<file path="src/rtl/ui_pkg.sv">
// rtl/ui_pkg.sv - shared encodings for the menu navigator
// Purpose: navigator state encoding and controller button bit positions.
// Ports: none (package).
package ui_pkg;

  typedef enum logic [1:0] {
    UI_SPLASH = 2'b00,
    UI_MENU   = 2'b01,
    UI_APP    = 2'b10
  } ui_state_e;

  // Bit positions inside the {Start, C, B, A, Right, Left, Down, Up} word
  localparam int BTN_UP    = 0;
  localparam int BTN_DOWN  = 1;
  localparam int BTN_LEFT  = 2;
  localparam int BTN_RIGHT = 3;
  localparam int BTN_A     = 4;
  localparam int BTN_B     = 5;
  localparam int BTN_C     = 6;
  localparam int BTN_START = 7;

endpackage

</file>
<file path="src/rtl/ui_button_edge.sv">
// rtl/ui_button_edge.sv - press edge detection and Up/Down auto-repeat
// Purpose: registers the previous button word, derives press edges and
//          generates auto-repeat steps for a held Up or Down.
// Ports:
//   clk      in   clock
//   rst      in   asynchronous active-low reset
//   en       in   advance enable (holds the repeat state when low)
//   buttons  in   8-bit controller word, active-high
//   press    out  8-bit rising-edge vector (combinational)
//   rpt_up   out  auto-repeat step for Up (combinational)
//   rpt_dn   out  auto-repeat step for Down (combinational)
module ui_button_edge
  import ui_pkg::*;
#(
  parameter int REPEAT_DELAY = 24,
  parameter int REPEAT_RATE  = 8
) (
  input  logic       clk,
  input  logic       rst,
  input  logic       en,
  input  logic [7:0] buttons,
  output logic [7:0] press,
  output logic       rpt_up,
  output logic       rpt_dn
);

  localparam int CNTW = $clog2(REPEAT_DELAY + 1);
  localparam logic [CNTW-1:0] DELAY_V  = CNTW'(REPEAT_DELAY);
  localparam logic [CNTW-1:0] RELOAD_V = CNTW'(REPEAT_DELAY - REPEAT_RATE);

  logic [7:0]      prev_q, prev_d;
  logic [CNTW-1:0] cnt_q, cnt_d;
  logic [CNTW-1:0] cnt_inc;
  logic            dir_dn_q, dir_dn_d;   // direction of the last Up/Down edge
  logic            dir_vld_q, dir_vld_d; // an Up/Down edge has been seen since reset
  logic            up_h, dn_h;

  always_comb begin
    // prev tracks the inputs even when en is low, so a button held across
    // an enable transition never produces an edge.
    prev_d    = buttons;
    press     = buttons & ~prev_q;
    cnt_d     = cnt_q;
    dir_dn_d  = dir_dn_q;
    dir_vld_d = dir_vld_q;
    rpt_up    = 1'b0;
    rpt_dn    = 1'b0;
    up_h      = buttons[BTN_UP];
    dn_h      = buttons[BTN_DOWN];
    cnt_inc   = cnt_q + CNTW'(1);
    if (en) begin
      if (press[BTN_UP] || press[BTN_DOWN]) begin
        cnt_d     = '0;
        // Simultaneous Up and Down edges record Down; both being held clears
        // the counter on the next cycle anyway.
        dir_dn_d  = press[BTN_DOWN];
        dir_vld_d = 1'b1;
      end else if (up_h ^ dn_h) begin
        // Only count the direction that was last pressed; the other one
        // (e.g. a button held through reset) freezes the count.
        if (dir_vld_q && (dn_h == dir_dn_q)) begin
          if (cnt_inc == DELAY_V) begin
            cnt_d  = RELOAD_V;
            rpt_up = up_h;
            rpt_dn = dn_h;
          end else begin
            cnt_d = cnt_inc;
          end
        end
      end else begin
        cnt_d = '0;
      end
    end
  end

  always_ff @(posedge clk or negedge rst) begin
    if (!rst) begin
      prev_q    <= 8'hFF;
      cnt_q     <= '0;
      dir_dn_q  <= 1'b0;
      dir_vld_q <= 1'b0;
    end else begin
      prev_q    <= prev_d;
      cnt_q     <= cnt_d;
      dir_dn_q  <= dir_dn_d;
      dir_vld_q <= dir_vld_d;
    end
  end

endmodule

</file>
<file path="src/rtl/ui_menu_nav.sv">
// rtl/ui_menu_nav.sv - generic splash/menu/app navigator with cursor
// Purpose: three-state UI navigator over an N_ITEMS menu with wrap or
//          saturate cursor, selection latch and one-cycle strobes.
// Ports:
//   clk           in   clock
//   rst           in   asynchronous active-low reset
//   en            in   advance enable; all state held when low
//   buttons       in   {Start, C, B, A, Right, Left, Down, Up}
//   state         out  00 SPLASH, 01 MENU, 10 APP
//   cursor        out  highlighted menu entry
//   app_id        out  entry latched on selection
//   select_pulse  out  one-cycle strobe on entering APP
//   back_pulse    out  one-cycle strobe on leaving APP
module ui_menu_nav
  import ui_pkg::*;
#(
  parameter int N_ITEMS      = 4,
  parameter int WRAP         = 1,
  parameter int REPEAT_DELAY = 24,
  parameter int REPEAT_RATE  = 8,
  parameter int CW           = $clog2(N_ITEMS)
) (
  input  logic          clk,
  input  logic          rst,
  input  logic          en,
  input  logic [7:0]    buttons,
  output logic [1:0]    state,
  output logic [CW-1:0] cursor,
  output logic [CW-1:0] app_id,
  output logic          select_pulse,
  output logic          back_pulse
);

  localparam logic [CW-1:0] LAST = CW'(N_ITEMS - 1);

  logic [7:0] press;
  logic       rpt_up, rpt_dn;
  logic       mv_up, mv_dn, sel_key;
  logic       unused_press;

  ui_state_e     state_q, state_d;
  logic [CW-1:0] cursor_q, cursor_d;
  logic [CW-1:0] app_id_q, app_id_d;
  logic          select_q, select_d;
  logic          back_q, back_d;

  ui_button_edge #(
    .REPEAT_DELAY(REPEAT_DELAY),
    .REPEAT_RATE (REPEAT_RATE)
  ) u_edge (
    .clk    (clk),
    .rst    (rst),
    .en     (en),
    .buttons(buttons),
    .press  (press),
    .rpt_up (rpt_up),
    .rpt_dn (rpt_dn)
  );

  assign unused_press = ^{press[BTN_LEFT], press[BTN_RIGHT], press[BTN_C]};

  always_comb begin
    state_d  = state_q;
    cursor_d = cursor_q;
    app_id_d = app_id_q;
    select_d = 1'b0;
    back_d   = 1'b0;
    mv_up    = press[BTN_UP] | rpt_up;
    mv_dn    = press[BTN_DOWN] | rpt_dn;
    sel_key  = press[BTN_A] | press[BTN_START];
    if (en) begin
      case (state_q)
        UI_SPLASH: begin
          if (sel_key) begin
            state_d  = UI_MENU;
            cursor_d = '0;
          end
        end
        UI_MENU: begin
          if (sel_key) begin
            state_d  = UI_APP;
            app_id_d = cursor_q;
            select_d = 1'b1;
          end else if (press[BTN_B]) begin
            state_d = UI_SPLASH;
          end else if (mv_dn && !mv_up) begin
            // Compare against the last entry rather than relying on CW-bit
            // overflow, so non-power-of-two menus wrap correctly.
            if (cursor_q == LAST) cursor_d = (WRAP != 0) ? '0 : LAST;
            else                  cursor_d = cursor_q + CW'(1);
          end else if (mv_up && !mv_dn) begin
            if (cursor_q == '0) cursor_d = (WRAP != 0) ? LAST : '0;
            else                cursor_d = cursor_q - CW'(1);
          end
        end
        UI_APP: begin
          if (press[BTN_B]) begin
            state_d = UI_MENU;
            back_d  = 1'b1;
          end
        end
        default: state_d = UI_SPLASH;
      endcase
    end
  end

  always_ff @(posedge clk or negedge rst) begin
    if (!rst) begin
      state_q  <= UI_SPLASH;
      cursor_q <= '0;
      app_id_q <= '0;
      select_q <= 1'b0;
      back_q   <= 1'b0;
    end else begin
      state_q  <= state_d;
      cursor_q <= cursor_d;
      app_id_q <= app_id_d;
      select_q <= select_d;
      back_q   <= back_d;
    end
  end

  assign state        = state_q;
  assign cursor       = cursor_q;
  assign app_id       = app_id_q;
  assign select_pulse = select_q;
  assign back_pulse   = back_q;

endmodule

</file>
<file path="config.mk">
export PLATFORM = sky130hd
export DESIGN_NAME = ui_menu_nav
export DESIGN_NICKNAME = d
export VERILOG_FILES = /design/src/rtl/ui_pkg.sv /design/src/rtl/ui_button_edge.sv /design/src/rtl/ui_menu_nav.sv
export SDC_FILE = /design/constraint.sdc
export NUM_CORES = 1
export LEC_CHECK = 0
export BUFFER_PORTS_ARGS = -buffer_cell sky130_fd_sc_hd__buf_4
export CORE_AREA = 2 2 53 55
export DETAILED_ROUTE_END_ITERATION = 6
export DIE_AREA = 0 0 55 57
export GPL_TIMING_DRIVEN = 0
export PLACE_DENSITY = 0.81
export SYNTH_ARGS = -nofsm -noshare
export SYNTH_HDL_FRONTEND = slang
export SYNTH_HIERARCHICAL = 1
export SYNTH_SLANG_ARGS = --single-unit
</file>
<file path="constraint.sdc">
create_clock -name clk -period 2.3 [get_ports clk]
set_input_delay 0 -clock clk [delete_from_list [all_inputs] [get_ports clk]]
set_output_delay 0 -clock clk [all_outputs]
set_load 0.02 [all_outputs]
</file>
==> impl_metrics.py <==
metrics = {
    "run_status": {
        "status": "finished with violations",
        "violations": "setup timing",
    },
    "sta": {
        "grt_setup_unrepaired": "yes",
        "slew_headroom_pct": 75.43,
        "drv_slew": 0,
        "finalHoldViolations": 0,
        "skew_ps": 2.626,
        "worst_pin_slew_ps": 368.5,
        "max_clock_freq_ghz": 0.4310,
        "final.setup.worst_slack_ps": -19.97,
        "fin_crit_sh_pct": 100.9,
        "fin_crit_ps": 2320,
        "finalSetupViolations": 2,
        "hold_slack_ps": 83.82,
        "tns_ps": -21.38,
    },
    "place": {
        "gp_congestion": 0.7467,
        "port-buffer-count": 15,
        "place_hpwl_um": 1638,
        "place_ws_ps": -132.9,
        "dpl-instance-area_mm2": 0.001277,
    },
    "global_routing": {
        "grt_pass1_vias": 874,
        "track_usage_pct": 17.26,
        "grt_start_max_net_pins": 21,
        "grt_pass1_wl_um": 3843,
        "grt.overflow.total": 0,
        "grt_antenna_before_repair": 0,
    },
    "yosys": {
        "syn-cell-area_mm2": 0.001084,
        "syn_inst": 103,
        "yosysWarnings": 6,
        "syn_nets": 119,
        "syn_avg_cell_area_um2": 10.52,
    },
    "final_layout": {
        "fillers": 223,
        "drive_gt1_share_pct": 33.58,
        "final_util_pct": 56.46,
        "postLayoutCellArea_mm2": 0.001476,
        "antennaDiodeCount": 0,
        "finalNetCount": 151,
        "area_growth_pct": 36.26,
        "final_cell_mix": "20 x buf_4, 13 x dfrtp_1, 10 x nand2_1, 7 x o21ai_0, 7 x dlygate4sd3_1",
        "layout_commonest_cell": "buf_4",
    },
    "cts": {
        "clkTransAtPathRegs_ps": 120,
        "numCtsBuffers": 3,
        "clk-insertion-delay-late_ps": 310,
        "clock_path_buffers": 2,
        "cts_sinks": 20,
        "cts_root_buf": "clkbuf_4",
        "htree_levels": 1,
        "cts_tree": "yes",
    },
    "job": {
        "drv_cap": 0,
    },
    "setup_path": {
        "end_kind": "register",
        "start_kind": "register",
        "crit_chain": "ha_4 -> o21ai_4 -> o221ai_4 -> a21o_1 -> nor4_2 -> or2_4 -> ha_4 -> nand4bb_1 -> o32a_4 -> mux2i_1",
        "path_max_fanout": 4,
        "cp_common_cell": "ha_4",
        "max_stage_delay_ps": 440,
        "arrival_ps": 2550,
        "critPathTopFamily": "compound AO/OA/AOI/OAI gates",
        "crit_buf_inv": 0,
        "worst-setup-path-type": "reg -> reg",
        "cp.required_ps": 2530,
        "slowest_stage": "dfrtp_2",
    },
    "die": {
        "die_x_um": 55,
        "core_mm2": 0.002615,
        "die_h_um": 57,
        "rows": 19,
        "start_util_pct": 41.44,
        "die_area_mm2": 0.003135,
        "io_pins": 19,
    },
    "drt": {
        "wl_per_cell_um": 14.06,
        "firstDrtPassIters": 4,
        "via_count": 872,
        "ant_nets": 0,
        "viasPerCell": 5.285,
        "drc_errors": 0,
        "drt_iter0_markers": 12,
        "wl_um": 2320,
    },
    "power_and_ir_drop": {
        "powerDensity_mw_per_mm2": 788.2,
        "peakVddDrop_uv": 658.1,
        "p_leak_nw": 0.6359,
    },
    "hold_path": {
        "hold_path.class": "in -> async",
    },
}
==> state kept, by name (all words and copies together), names as in the netlist <==
name              flops
u_edge/dir_vld_q      1
select_pulse          1
app_id                2
cursor                2
u_edge/dir_dn_q       1
u_edge/cnt_q          5
state                 2
u_edge/prev_q         5
back_pulse            1
==> worst paths after layout <==
path	startpoint	to	slack (ps)	cells after the start
worst max-delay path	u_edge/cnt_q[0]	cursor[0]	-20	10
worst min-delay path	rst	u_edge/cnt_q[4]	80	2
worst max register to register	u_edge/cnt_q[0]	cursor[0]	-20	10
worst min register to register	u_edge/dir_vld_q	u_edge/dir_vld_q	460	1
max in group asynchronous	rst	u_edge/prev_q[5]	1950	2
min in group clk	buttons[7]	u_edge/prev_q[7]	350	2
==> layer usage <==
layer / global-route usage, % / part of all wire [%] / vias to the layer above
met4: 2.091 / 0 / 0
met2: 30.95 / 54 / 18
met1: 20.21 / 42 / 419
met5: 0 / 0 / -
li1: - / - / 435
met3: 5.497 / 3.6 / 0
==> report_power, final <==
part,total (W),internal (W),switching [W]
Combinational,0.000391,0.000199,0.000192
Sequential,0.000479,0.000413,0.0000658
Clock,0.000294,0.000176,0.000118
==> layout make-up <==
class                      instances  area, um2  area share (%)
clock inverter                     1      30.03           2.034
clock buffer                       3      22.52           1.525
tap                               31      38.79           2.627
timing repair buffer              27      220.2           14.92
buffer                             1      11.26          0.7627
inverter                           3      11.26          0.7627
sequential                        20      509.2           34.49
multi-input combinational         79      633.1           42.88
==> repair_timing <==
item | in CTS | in global routing
endpoints found under the setup margin | 2 | 2
setup buffers | 4 | 1
hold endpoints to repair | 26 | 0
gates cloned | 0 | 0
hold buffers | 7 | 0
pin swaps | 4 | 0
resized for setup | 5 | 1
==> per-stage QoR <==
step / total power (W) / instances
2_1_floorplan: 0.0007051 / 103
3_3_place_gp: 0.0008290 / 149
3_5_place_dp: 0.0008522 / 149
4_1_cts: 0.001170 / 164
5_1_grt: 0.001233 / 165
6_report: 0.001164 / 165
No activity file was read; power rests on OpenSTA's default activity.
